**config.mk**
```make
export PLATFORM = sky130hd
export DESIGN_NAME = divisor_seq
export DESIGN_NICKNAME = d
export VERILOG_FILES = /design/src/rtl/divisor_seq.sv
export SDC_FILE = /design/constraint.sdc
export NUM_CORES = 1
export LEC_CHECK = 0
export BUFFER_PORTS_ARGS = -buffer_cell sky130_fd_sc_hd__clkbuf_2
export CORE_MARGIN = 2
export CORE_UTILIZATION = 55
export DETAILED_ROUTE_END_ITERATION = 8
export HOLD_SLACK_MARGIN = 0.02
export PLACE_DENSITY = 0.82
export SLEW_MARGIN = 15
export SYNTH_ARGS = -nofsm -noshare
export SYNTH_HDL_FRONTEND = slang
export SYNTH_SLANG_ARGS = --single-unit
```
**constraint.sdc**
```tcl
create_clock -name clk -period 3.75 [get_ports clk]
set_clock_uncertainty 0.05 [all_clocks]
set_input_delay 0.1875 -clock clk [delete_from_list [all_inputs] [get_ports clk]]
set_output_delay 0.1875 -clock clk [all_outputs]
set_load 0.02 [all_outputs]
```
**src/rtl/divisor_seq.sv**
```systemverilog
// Sequential restoring divider: 2W-bit dividend / W-bit divisor, one quotient bit per clock.
// Define DIV_SIGNED_EN for two's-complement operands (adds a sign-fix cycle).
module divisor_seq #(
    parameter int unsigned W = 16
) (
    input  logic           clk,
    input  logic           rst_n,
    input  logic           St,
    input  logic [2*W-1:0] dvdo,
    input  logic [W-1:0]   dsor,
    output logic           done1,
    output logic [W-1:0]   quoc,
    output logic [W-1:0]   resto,
    output logic           ovf
);

    localparam int unsigned DW = 2 * W;
    localparam int unsigned CW = $clog2(W + 1);

    typedef enum logic [2:0] {
        S_IDLE,
        S_CHECK,
        S_CALC,
        S_FIX,
        S_DONE
    } state_t;

    state_t        state_q, state_d;
    logic [DW-1:0] dvd_q, dvd_d;
    logic [W-1:0]  dsr_q, dsr_d;
    logic [W-1:0]  rem_q, rem_d;
    logic [W-1:0]  low_q, low_d;
    logic [CW-1:0] cnt_q, cnt_d;
    logic [W-1:0]  quoc_q, quoc_d;
    logic [W-1:0]  resto_q, resto_d;
    logic          ovf_q, ovf_d;
    logic          done1_q, done1_d;

    // One restoring step: the trial keeps the shifted-out bit so it never truncates.
    logic [W:0]    trial;
    logic          fits;
    logic [W-1:0]  rem_nx;
    logic [W-1:0]  low_nx;
    logic          last;

    assign trial  = {rem_q, low_q[W-1]};
    assign fits   = trial >= {1'b0, dsr_q};
    assign rem_nx = fits ? W'(trial - {1'b0, dsr_q}) : trial[W-1:0];
    assign low_nx = {low_q[W-2:0], fits};
    assign last   = cnt_q == CW'(W - 1);

    logic [DW-1:0] chk_dvd;
    logic [W-1:0]  chk_dsr;

`ifdef DIV_SIGNED_EN
    localparam logic [W-1:0] MIN_MAG = W'(1) << (W - 1);

    logic          qneg_q, qneg_d;
    logic          rneg_q, rneg_d;
    logic          fix_ovf;
    logic [W-1:0]  q_neg;
    logic [W-1:0]  r_neg;

    // Divide magnitudes; signs are restored in the FIX cycle.
    assign chk_dvd = dvd_q[DW-1] ? DW'(~dvd_q + DW'(1)) : dvd_q;
    assign chk_dsr = dsr_q[W-1]  ? W'(~dsr_q + W'(1))   : dsr_q;
    assign fix_ovf = qneg_q ? (low_q > MIN_MAG) : low_q[W-1];
    assign q_neg   = W'(~low_q + W'(1));
    assign r_neg   = W'(~rem_q + W'(1));
`else
    assign chk_dvd = dvd_q;
    assign chk_dsr = dsr_q;
`endif

    always_ff @(posedge clk or negedge rst_n) begin
        if (!rst_n) begin
            state_q <= S_IDLE;
            dvd_q   <= '0;
            dsr_q   <= '0;
            rem_q   <= '0;
            low_q   <= '0;
            cnt_q   <= '0;
            quoc_q  <= '0;
            resto_q <= '0;
            ovf_q   <= 1'b0;
            done1_q <= 1'b0;
`ifdef DIV_SIGNED_EN
            qneg_q  <= 1'b0;
            rneg_q  <= 1'b0;
`endif
        end else begin
            state_q <= state_d;
            dvd_q   <= dvd_d;
            dsr_q   <= dsr_d;
            rem_q   <= rem_d;
            low_q   <= low_d;
            cnt_q   <= cnt_d;
            quoc_q  <= quoc_d;
            resto_q <= resto_d;
            ovf_q   <= ovf_d;
            done1_q <= done1_d;
`ifdef DIV_SIGNED_EN
            qneg_q  <= qneg_d;
            rneg_q  <= rneg_d;
`endif
        end
    end

    always_comb begin
        state_d = state_q;
        dvd_d   = dvd_q;
        dsr_d   = dsr_q;
        rem_d   = rem_q;
        low_d   = low_q;
        cnt_d   = cnt_q;
        quoc_d  = quoc_q;
        resto_d = resto_q;
        ovf_d   = ovf_q;
        done1_d = state_q == S_DONE;
`ifdef DIV_SIGNED_EN
        qneg_d  = qneg_q;
        rneg_d  = rneg_q;
`endif
        case (state_q)
            // The done1 cycle itself is not a start slot, so back-to-back ops space out by one.
            S_IDLE: begin
                if (St && !done1_q) begin
                    dvd_d   = dvdo;
                    dsr_d   = dsor;
                    state_d = S_CHECK;
                end
            end
            S_CHECK: begin
                if (chk_dsr == '0 || chk_dvd[DW-1:W] >= chk_dsr) begin
                    ovf_d   = 1'b1;
                    quoc_d  = '1;
                    resto_d = '0;
                    state_d = S_DONE;
                end else begin
                    ovf_d   = 1'b0;
                    rem_d   = chk_dvd[DW-1:W];
                    low_d   = chk_dvd[W-1:0];
                    dsr_d   = chk_dsr;
                    cnt_d   = '0;
                    state_d = S_CALC;
`ifdef DIV_SIGNED_EN
                    qneg_d  = dvd_q[DW-1] ^ dsr_q[W-1];
                    rneg_d  = dvd_q[DW-1];
`endif
                end
            end
            S_CALC: begin
                rem_d = rem_nx;
                low_d = low_nx;
                cnt_d = cnt_q + CW'(1);
                if (last) begin
`ifdef DIV_SIGNED_EN
                    state_d = S_FIX;
`else
                    quoc_d  = low_nx;
                    resto_d = rem_nx;
                    state_d = S_DONE;
`endif
                end
            end
`ifdef DIV_SIGNED_EN
            S_FIX: begin
                if (fix_ovf) begin
                    ovf_d   = 1'b1;
                    quoc_d  = '1;
                    resto_d = '0;
                end else begin
                    ovf_d   = 1'b0;
                    quoc_d  = qneg_q ? q_neg : low_q;
                    resto_d = rneg_q ? r_neg : rem_q;
                end
                state_d = S_DONE;
            end
`endif
            S_DONE:  state_d = S_IDLE;
            default: state_d = S_IDLE;
        endcase
    end

    assign done1 = done1_q;
    assign quoc  = quoc_q;
    assign resto = resto_q;
    assign ovf   = ovf_q;

endmodule

```
# [After elaboration in Yosys (flattened, before gate mapping)]
# Cells that the tools add are included.
# Widths: inputs -> output; s select.
[totals] memories=0 output_inout_bits=34 word_cells=50 ff_bits=122 rom_bits=0 latchBits=0 ram_bits=0 in_bits=51
[op_classes] n_eq_ne=8 n_addsub=2 div_mod_pow=0 bitwise_logic=0 mux=18 mul=0 reduce_logical=10 magnitude_cmp=2 shifts=0
[op_table] cell="$pmux 16 s2" count=4
[op_table] cell="$mux 16" count=7
[op_table] cell="$ge 17x16->1" count=1
[op_table] cell="$ge 16x16->1" count=1
[op_table] cell="$logic_not 16->1" count=1
[op_table] cell="$sub 16x16->16" count=1
[op_table] cell="$pmux 5 s2" count=1
[op_table] cell="$mux 3" count=3
[op_table] cell="$pmux 3 s3" count=1
[op_table] cell="$ne 2x2->1 const B" count=4
[op_table] cell="$reduce_and 2->1" count=3
[op_table] cell="$add 5x1->5 const B" count=1
[op_table] cell="$eq 5x4->1 const B" count=1
[op_table] cell="$mux 5" count=1
[op_table] cell="$eq 3x1->1 const B" count=1
[op_table] cell="$eq 3x2->1 const B" count=1
[op_table] cell="$eq 3x3->1 const B" count=1
[op_table] cell="$logic_not 3->1" count=1
[op_table] cell="$reduce_and 3->1" count=1
[op_table] cell="$reduce_bool 2->1" count=1
[op_table] cell="$logic_and 1x1->1" count=1
[op_table] cell="$logic_not 1->1" count=1
[op_table] cell="$logic_or 1x1->1" count=1
[op_table] cell="$mux 1" count=1

# [Depth between registers and ports, before layout]
# Gate-level depths: netlist of run 1.
[logic_depth] depth_word=4 ltp_mapped=11 depth_no_buf=11

# [Worst setup path after synthesis of run 1]
# Ideal clock, no wire load.
[synth_timing] path_type="flip-flop to flip-flop" start="register rem_q[3]" end="register resto_q[0] (netlist: resto[0])" arrival_time_ns=2.350 period_less_slack_ns=2.496 t_required_ns=3.604 slack_ns=1.254 path_stages_with_launch=10 path_buffers=1 cell_sequence="dfrtp_1 -> ha_1 -> buf_6 -> a21o_1 -> a31oi_2 -> a21oi_2 -> o31ai_4 -> a21o_2 -> mux2_4 -> o31ai_1"
[synth_via] elab_chain_len=4
[synth_rtl] item="start, declared" line="31" source="logic [W-1:0] rem_q, rem_d;"
[synth_rtl] item="start signal, assigned" line="95" source="rem_q <= rem_d;"
[synth_rtl] item="$ge 17x16->1" line="47" source="assign fits = trial >= {1'b0, dsr_q};"
[synth_rtl] item="$mux 16" line="48" source="assign rem_nx = fits ? W'(trial - {1'b0, dsr_q}) : trial[W-1:0];"
[synth_rtl] item="$mux 16" line="156" source="if (last) begin"
[synth_rtl] item="$pmux 16 s2" line="124" source="case (state_q)"
[synth_rtl] item="end signal, assigned" line="99" source="resto_q <= resto_d;"
[synth_rtl] item="end, declared" line="35" source="logic [W-1:0] resto_q, resto_d;"
# No other way between the ends. The select of a mux whose other input is x is not followed.
# A chain may end at the register's enable or synchronous reset.

# [Worst setup path after layout of run 1]
[layout_timing] start="register dsr_q[0] (netlist: chk_dsr[0])" end="register low_q[15]"
[layout_via] elab_chain_len=4 elab_cells_between_ends=5 classes_between="1 x order compare; 1 x eq/ne; 3 x reduce/logical"
[layout_rtl] item="start, declared" line="30" source="logic [W-1:0] dsr_q, dsr_d;"
[layout_rtl] item="start signal, assigned" line="94" source="dsr_q <= dsr_d;"
[layout_rtl] item="$ge 16x16->1 / $logic_not 16->1 (equally long branches)" line="134" source="if (chk_dsr == '0 || chk_dvd[DW-1:W] >= chk_dsr) begin"
[layout_rtl] item="$logic_or 1x1->1 *" line="134"
[layout_rtl] item="$ne 2x2->1 (no source line) *"
[layout_rtl] item="$reduce_and 2->1 (no source line) *"
[layout_rtl] item="end signal, assigned" line="96" source="low_q <= low_d;"
[layout_rtl] item="end, declared" line="32" source="logic [W-1:0] low_q, low_d;"
# Mark *: on every way between the ends. The rest lies on a longest branch, timed or not.

==> impl_metrics.ini, run 1 <==
[status]
status = finished, final reports clean

[setup_path]
cp_top_family = simple AND/OR/NAND/NOR gates
crit_required_ps = 3970
crit_chain = ha_1 > nand2b_1 > a2111oi_0 > or4_1 > a31oi_4 > nor2_4 > buf_12 > mux2i_1 > a21oi_1
worst_path_largest_cell_delay_ps = 480
crit_type = reg2reg
path_buf_inv = 1
crit_path_max_fanout = 24
slowest_stage = nor2_4
crit_arrival_ps = 3210
critPathLaunchType = flip-flop
cp-end-kind = flip-flop

[clocking]
htreeDepth = 4
cts_hold_buf = 49
cts_max_path_buffers = 2
path_clk_slew_ps = 60
numCtsBuffers = 17
cts_setup_buffers = 0
root_buffer = clkbuf_16
cts_resized = 0
clock_sinks = 122
cts_tree = built
clock_latency_ps = 430

[global_routing]
grt_pass1_wl_mm = 25.5
grt.total_usage_pct = 26.0
antenna_found_initial = 0
grt_pass1_vias = 5203
grt_max_degree = 71
grt_overflow_total = 0

[sta]
tns_ps = 0
setup_viol = 0
rsz0062_at_grt = false
fmax_mhz = 335
fin_crit_sh_pct = 79.7
finalHoldViolCount = 0
worst_slack_ps = 760
fin_crit_ps = 2990
drv_slew = 0
max_slew_margin_pct = 40.0
worstMarginPinSlew_ps = 899

[die]
die_w_um = 111
die-area_um2 = 12400
core_um2 = 11300
rows = 39
initial_core_util_pct = 55.8
io_pins = 85
die_h_um = 111

[synthesis]
synth.yosys.seq_area_share_pct = 48.3
syn-num-nets = 660
synth_edf_count = 0
netlist_instances = 574
yosys.area.top_type = dfrtp_1
ys_types = 62
yosysTopAreaCellShare_pct = 48.3
netlist_top_cells_area = dfrtp_1 (48%), mux2i_1 (9.8%), ha_1 (6.7%), mux2_2 (5.7%), nand2_1 (3.8%)
synth_flop_cell = dfrtp_1
synth_area_um2 = 6310
ys_async_sr_fraction_pct = 100
post_synth.cell_area_avg_um2 = 11.0
ys_warn_count = 0
synth-seq-cells = 122

[placed_design]
place.port_buffers = 84
place_congestion = 0.949
hpwl_mm = 10.2
dp.cells = 785
place_ws_ps = 769

[layout]
final_cell_mix = dfrtp_1 (122), clkbuf_2 (83), nand2_1 (63), mux2i_1 (62), dlygate4sd3_1 (49)
final_cell_count_no_fill = 865
drive_gt1_share_pct = 23.8
mostFrequentLayoutCell = dfrtp_1
finalNetCount = 796
syn_to_final_growth_pct = 26.0
n_antenna_cell = 0

[detailed_routing]
detailroute.via_count = 4911
dr.pass1.iters = 5
drt_wl_total_mm = 15.3
drt-vias-per-instance = 5.68
drt-wirelength-per-cell_um = 17.7
ant_nets = 0
post-route-drc-count = 0
drt_iter0_drc = 412

[power_and_ir_drop]
peakVddDrop_mv = 0.691
finalPower_mw = 9.04
p_leak_nw = 3.75
power_density_nw_per_um2 = 1140

[min_path]
hold_path.class = in2reg

[job]
cap_violations = 0
final cells by class:
type	count	area [um^2]
clock inverters	13	191
inverters	25	93.8
repair buffers	142	1010
well taps	143	179
clock buffers	18	439
fillers	797	3360
flip-flops and latches	122	3050
multi-input cells	402	3000
where the power goes:
part	internal (mW)	switching (mW)
registers	1.97	0.437
clock network	1.13	0.612
logic	2.04	2.86
logic make-up after synthesis:
| kind of cell | Yosys count | share of synthesized area [%] |
|---|---|---|
| compound gates | 136 | 14.1 |
| simple gates | 126 | 8.96 |
| flops | 122 | 48.3 |
| mux | 95 | 15.8 |
| buf+inv | 50 | 4.34 |
| fa+ha+maj | 35 | 7.05 |
| xor+xnor | 10 | 1.39 |
cell usage after synthesis (7+ instances only):
| library cell | number |
|---|---|
| a21oi_1 | 34 |
| ha_1 | 34 |
| o21ai_0 | 32 |
| clkbuf_1 | 12 |
| inv_1 | 25 |
| mux2i_1 | 62 |
| xnor2_1 | 7 |
| mux2_2 | 32 |
| a21o_1 | 9 |
| dfrtp_1 | 122 |
| nor2_1 | 31 |
| o21ai_1 | 12 |
| nand2_1 | 64 |
| o31ai_1 | 11 |
worst paths after layout:
check	start	endpoint	slack, ps	cells after the start
setup / recovery	chk_dsr[0]	low_q[15]	760	9
min in group asynchronous	rst_n	chk_dvd[9]	380	2
setup reg to reg	chk_dsr[0]	low_q[15]	760	9
max in group asynchronous	rst_n	resto[10]	2470	3
hold / removal	St	state_q[0]	290	4
hold reg to reg	resto[8]	resto[8]	430	2
state kept, by name, summed over array words and instances (netlist names), 3 cells and up:
| name | flops |
|---|---|
| quoc | 16 |
| resto | 16 |
| rem_q | 16 |
| cnt_q | 5 |
| chk_dsr | 16 |
| low_q | 16 |
| state_q | 3 |
| chk_dvd | 32 |
stage by stage:
step | hold slack [ps] | util (%) | instance area, um^2
final | 292 | 70.3 | 7960
after global routing | 329 | 70.3 | 7960
after CTS | 294 | 70.3 | 7960
after detailed placement | 324 | 60.4 | 6840
after global placement | 303 | 60.4 | 6840
after floorplan | -158 | - | 6310
worst min-delay path: stages:
cell      delay [ps]
clkbuf_2          80
nand2_1           60
nor3_2            50
buf_4            270
per-layer routing:
layer | global-route usage, % | wire, um
met4 | 11.4 | 357
met3 | 5.96 | 679
met2 | 44.1 | 7730
met1 | 31.9 | 6520
met5 | 0 | 0
Note: power is estimated with default switching activity, not from simulation.
==> inputs of run 2 (changes only) <==
--- a/config.mk
+++ b/config.mk
@@ -7,10 +7,10 @@
 export LEC_CHECK = 0
 export BUFFER_PORTS_ARGS = -buffer_cell sky130_fd_sc_hd__clkbuf_2
 export CORE_MARGIN = 2
-export CORE_UTILIZATION = 55
+export CORE_UTILIZATION = 52
 export DETAILED_ROUTE_END_ITERATION = 8
 export HOLD_SLACK_MARGIN = 0.02
-export PLACE_DENSITY = 0.82
+export PLACE_DENSITY = 0.81
 export SLEW_MARGIN = 15
 export SYNTH_ARGS = -nofsm -noshare
 export SYNTH_HDL_FRONTEND = slang
==> constraint.sdc (replaced) <==
create_clock -name clk -period 2.6 [get_ports clk]
set_clock_uncertainty 0.05 [all_clocks]
set_input_delay 0.13 -clock clk [delete_from_list [all_inputs] [get_ports clk]]
set_output_delay 0.13 -clock clk [all_outputs]
set_load 0.02 [all_outputs]
==> run 2 against run 1 <==
  * Cell count increased by 6.7%
  * Critical path depth did not move
  * Worst hold slack got worse by 130 ps
==> impl_metrics.ini, run 2 (same netlist as run 1, synthesis figures left out) <==
[status]
status = finished, final reports clean

[detailed_routing]
dr.pass1.iters = 5
detailroute.via_count = 5179
post-route-drc-count = 0
drt_iter0_drc = 417
drt-vias-per-instance = 5.61
drt_wl_total_mm = 16.8
ant_nets = 0
drt-wirelength-per-cell_um = 18.2

[global_routing]
antenna_found_initial = 0
grt_pass1_wl_mm = 26.5
grt_pass1_vias = 5467
grt_max_degree = 52
grt.total_usage_pct = 26.3
grt_overflow_total = 0

[die]
die_h_um = 114
io_pins = 85
die-area_um2 = 13000
die_w_um = 114
initial_core_util_pct = 53.0
core_um2 = 11900
rows = 40

[layout]
syn_to_final_growth_pct = 37.5
final_cell_count_no_fill = 923
regArea_um2 = 3050
multiInputGateArea_um2 = 3280
fillerInstances = 794
largest_reg_flops = 32
n_antenna_cell = 0
drive_gt1_share_pct = 34.8
post-route-util_pct = 72.9
finalNetCount = 850
mostFrequentLayoutCell = dfrtp_1
final_cell_mix = dfrtp_1 (121), clkbuf_2 (83), nand2_1 (62), mux2i_1 (57), buf_4 (53)

[sta]
worstMarginPinSlew_ps = 488
worst_slack_ps = 26.5
fin_crit_sh_pct = 99.0
fmax_mhz = 389
setup_viol = 0
drv_slew = 0
finalHoldViolCount = 0
rsz0062_at_grt = true
fin_crit_ps = 2570
tns_ps = 0
max_slew_margin_pct = 67.2

[placed_design]
hpwl_mm = 11.2
place.port_buffers = 84
place_congestion = 0.892
dp.cells = 832
place_ws_ps = -134

[setup_path]
rr_worst_depth = 9
crit_type = reg2reg
crit_arrival_ps = 2820
critPathLaunchType = flip-flop
r2r_setup_slack_ps = 30
r2r-end = low_q[7]
r2r-start = chk_dsr[10]
crit_required_ps = 2840
crit_path_max_fanout = 15
cp-end-kind = flip-flop

[clocking]
root_buffer = clkbuf_16
clock_latency_ps = 420
path_clk_slew_ps = 60
cts_tree = built
htreeDepth = 4
cts_max_path_buffers = 2
clock_sinks = 122
numCtsBuffers = 17

[min_path]
hold_path.class = in2async

[job]
cap_violations = 0
-- run 2: cell count changes in the layout (fill, tap and decap cells not counted), moves of 4 or more --
cell / change
ha_1: -9
buf_4: +45
buf_6: +4
mux2i_1: -5
inv_1: -6
inv_2: +6
a21oi_1: -6
a21oi_2: +5
buf_12: +4
ha_4: +9
-- run 2: per-stage QoR --
stage / area [um^2] / hold slack, ps
3_5_place_dp: 7210 / 67.6
5_1_grt: 8680 / 205
2_1_floorplan: 6310 / -216
4_1_cts: 8340 / 170
6_report: 8680 / 164
3_3_place_gp: 7210 / 62.1
-- run 2: final cells by class --
cell class / count / share of cell area, %
Inverter: 25 / 1.08
Clock buffer: 20 / 5.26
Tap cell: 147 / 2.12
Timing Repair Buffer: 196 / 17.2
Sequential cell: 122 / 35.2
Multi-Input combinational cell: 402 / 37.8
Clock inverter: 11 / 1.38
-- run 2: critical path, stage by stage (launching register included) --
cell and delay, ps:
dfrtp_1 380, inv_2 100, ha_4 280, nand4_1 200, or4_4 590, a31oi_4 290, nor2_4 100, buf_12 170
mux2i_1 180, a21oi_1 110
-- run 2: metal layers --
layer	routed length, um	part of all wire [%]	GRT usage [%]	vias up
li1	-	-	-	2442
met1	7110	42	31.4	2558
met2	8620	51	46.2	144
met3	593	3.5	5.98	35
met4	442	2.6	10.5	0
met5	0	0	0	-
-- run 2: worst max-delay path by stage --
stage | startpoint | endpoint | slack (ps) | depth (start not counted)
2_1_floorplan | rem_q[3] | resto[0] | 100 | 9
3_3_place_gp | low_q[15] | rem_q[8] | -80 | 13
3_5_place_dp | low_q[15] | rem_q[8] | -130 | 13
4_1_cts | chk_dsr[10] | resto[9] | -6 | 11
5_1_grt | low_q[15] | rem_q[8] | -80 | 13
6_report | chk_dsr[10] | low_q[7] | 30 | 9
-- run 2: what timing repair did --
action                                 in CTS  in global routing
hold buffers                               49                  0
cloned                                      0                  1
buffers inserted                            1                  9
pin swaps                                   3                 20
endpoints found under the hold margin      83                  0
resized for setup                           9                 53
setup endpoints to repair                  37                 49
Power of run 2 is left out: the tool's default activity adds up to more than one toggle a clock period on the data nets, which glitch-free logic cannot reach.
==> inputs of run 3 (changes only) <==
--- a/config.mk
+++ b/config.mk
@@ -5,7 +5,8 @@
 export SDC_FILE = /design/constraint.sdc
 export NUM_CORES = 1
 export LEC_CHECK = 0
-export BUFFER_PORTS_ARGS = -buffer_cell sky130_fd_sc_hd__clkbuf_2
+export BUFFER_PORTS_ARGS = -buffer_cell sky130_fd_sc_hd__buf_2
+export CAP_MARGIN = 0
 export CORE_MARGIN = 2
 export CORE_UTILIZATION = 52
 export DETAILED_ROUTE_END_ITERATION = 8
==> run 3 against run 2 <==
  * The run now ends with negative setup slack left
  * Register-to-register slack got worse by 80 ps
  * Worst setup slack got worse by 83 ps
  * Worst hold slack got worse by 3.2 ps
  * First-iteration DRC count decreased by 5.3%
  * Wire length increased by 4.0%
  * Sequential share of layout area decreased by 0.33 points
  * Critical path depth decreased by 1
  * Largest cell class unchanged
==> impl_metrics.ini, run 3 (same netlist as run 1, synthesis figures left out) <==
[status]
status = finished, violations left
violations = negative setup slack

[clocking]
clock_sinks = 122
cts_tree = built
htreeDepth = 4
root_buffer = clkbuf_16
clock_latency_ps = 420
numCtsBuffers = 17
cts_max_path_buffers = 2
path_clk_slew_ps = 60

[sta]
worst_slack_ps = -56.0
tns_ps = -131
worstMarginPinSlew_ps = 495
setup_viol = 6
max_slew_margin_pct = 66.9
rsz0062_at_grt = true
finalHoldViolCount = 0
drv_slew = 0
fin_crit_sh_pct = 102
fmax_mhz = 377
fin_crit_ps = 2660

[detailed_routing]
drt_iter0_drc = 395
detailroute.via_count = 5320
drt-wirelength-per-cell_um = 18.8
drt-vias-per-instance = 5.75
ant_nets = 0
post-route-drc-count = 0
drt_wl_total_mm = 17.4
dr.pass1.iters = 5

[die]
rows = 40
die-area_um2 = 13000
initial_core_util_pct = 53.0
io_pins = 85
die_h_um = 114
die_w_um = 114
core_um2 = 11900

[layout]
mostFrequentLayoutCell = dfrtp_1
n_antenna_cell = 0
syn_to_final_growth_pct = 38.8
finalNetCount = 853
largest_reg_flops = 32
final_cell_mix = dfrtp_1 (121), buf_2 (83), nand2_1 (62), mux2i_1 (56), buf_4 (54)
drive_gt1_share_pct = 35.3

[setup_path]
critPathLaunchType = flip-flop
crit_type = reg2reg
crit_path_max_fanout = 7
rr_worst_depth = 8
r2r-start = chk_dvd[24]
crit_required_ps = 2880
cp-end-kind = flip-flop
r2r-end = rem_q[7]
crit_arrival_ps = 2930
r2r_setup_slack_ps = -60

[global_routing]
grt.total_usage_pct = 26.7
grt_pass1_wl_mm = 26.7
grt_max_degree = 65
grt_pass1_vias = 5401
grt_overflow_total = 0
antenna_found_initial = 0

[placed_design]
hpwl_mm = 10.9
place_ws_ps = -124
place_congestion = 0.894
place.port_buffers = 84

[min_path]
hold_path.class = in2async

[job]
cap_violations = 0
run 3: final cells by class:
class,instances,area [um^2]
clock buffer,18,439
clock inverter,13,145
fill,799,3150
inverter,25,93.8
multi-input combinational,403,3300
sequential,122,3050
tap,147,184
timing repair buffer,198,1550
run 3: layer usage:
layer  routed length, um  vias to the layer above  global-route usage, %
li1                    -                     2450                      -
met4                 445                        0                   12.0
met5                   0                        -                      0
met3                 897                       36                   5.93
met1                6890                     2648                   31.4
met2                9200                      186                   46.7
run 3: worst max-delay path by stage:
stage / to / start / cells after the start
floorplan: resto[0] / rem_q[3] / 9
detailed placement: rem_q[8] / low_q[15] / 13
global placement: rem_q[8] / low_q[15] / 13
global route: rem_q[7] / chk_dvd[24] / 8
CTS: resto[6] / chk_dsr[9] / 8
finish: rem_q[7] / chk_dvd[24] / 8
run 3: through the flow:
step	utilization, %	hold WS, ps	instance area, um^2	cells
floorplan	-	-216	6310	574
global placement	60.2	52.6	7170	826
detailed placement	60.2	67.1	7170	826
CTS	69.6	159	8290	907
global route	73.6	189	8760	926
finish	73.6	161	8760	926
run 3: what timing repair did:
action | 4_1_cts | 5_1_grt
hold buffers | 49 | 0
setup endpoints to repair | 54 | 66
pin swaps | 3 | 13
setup buffers | 1 | 15
hold endpoints to repair | 81 | 0
resized for setup | 10 | 54
gates cloned | 0 | 4
run 3: worst max-delay path, stage by stage (launching register included):
cell and delay, ps:
dfrtp_1 420, ha_1 320, nand4_1 180, or4_4 600, a31oi_4 330, nor2_4 130
buf_12 170, mux2i_1 130, a22oi_1 230
Power of run 3 is left out for the same reason.
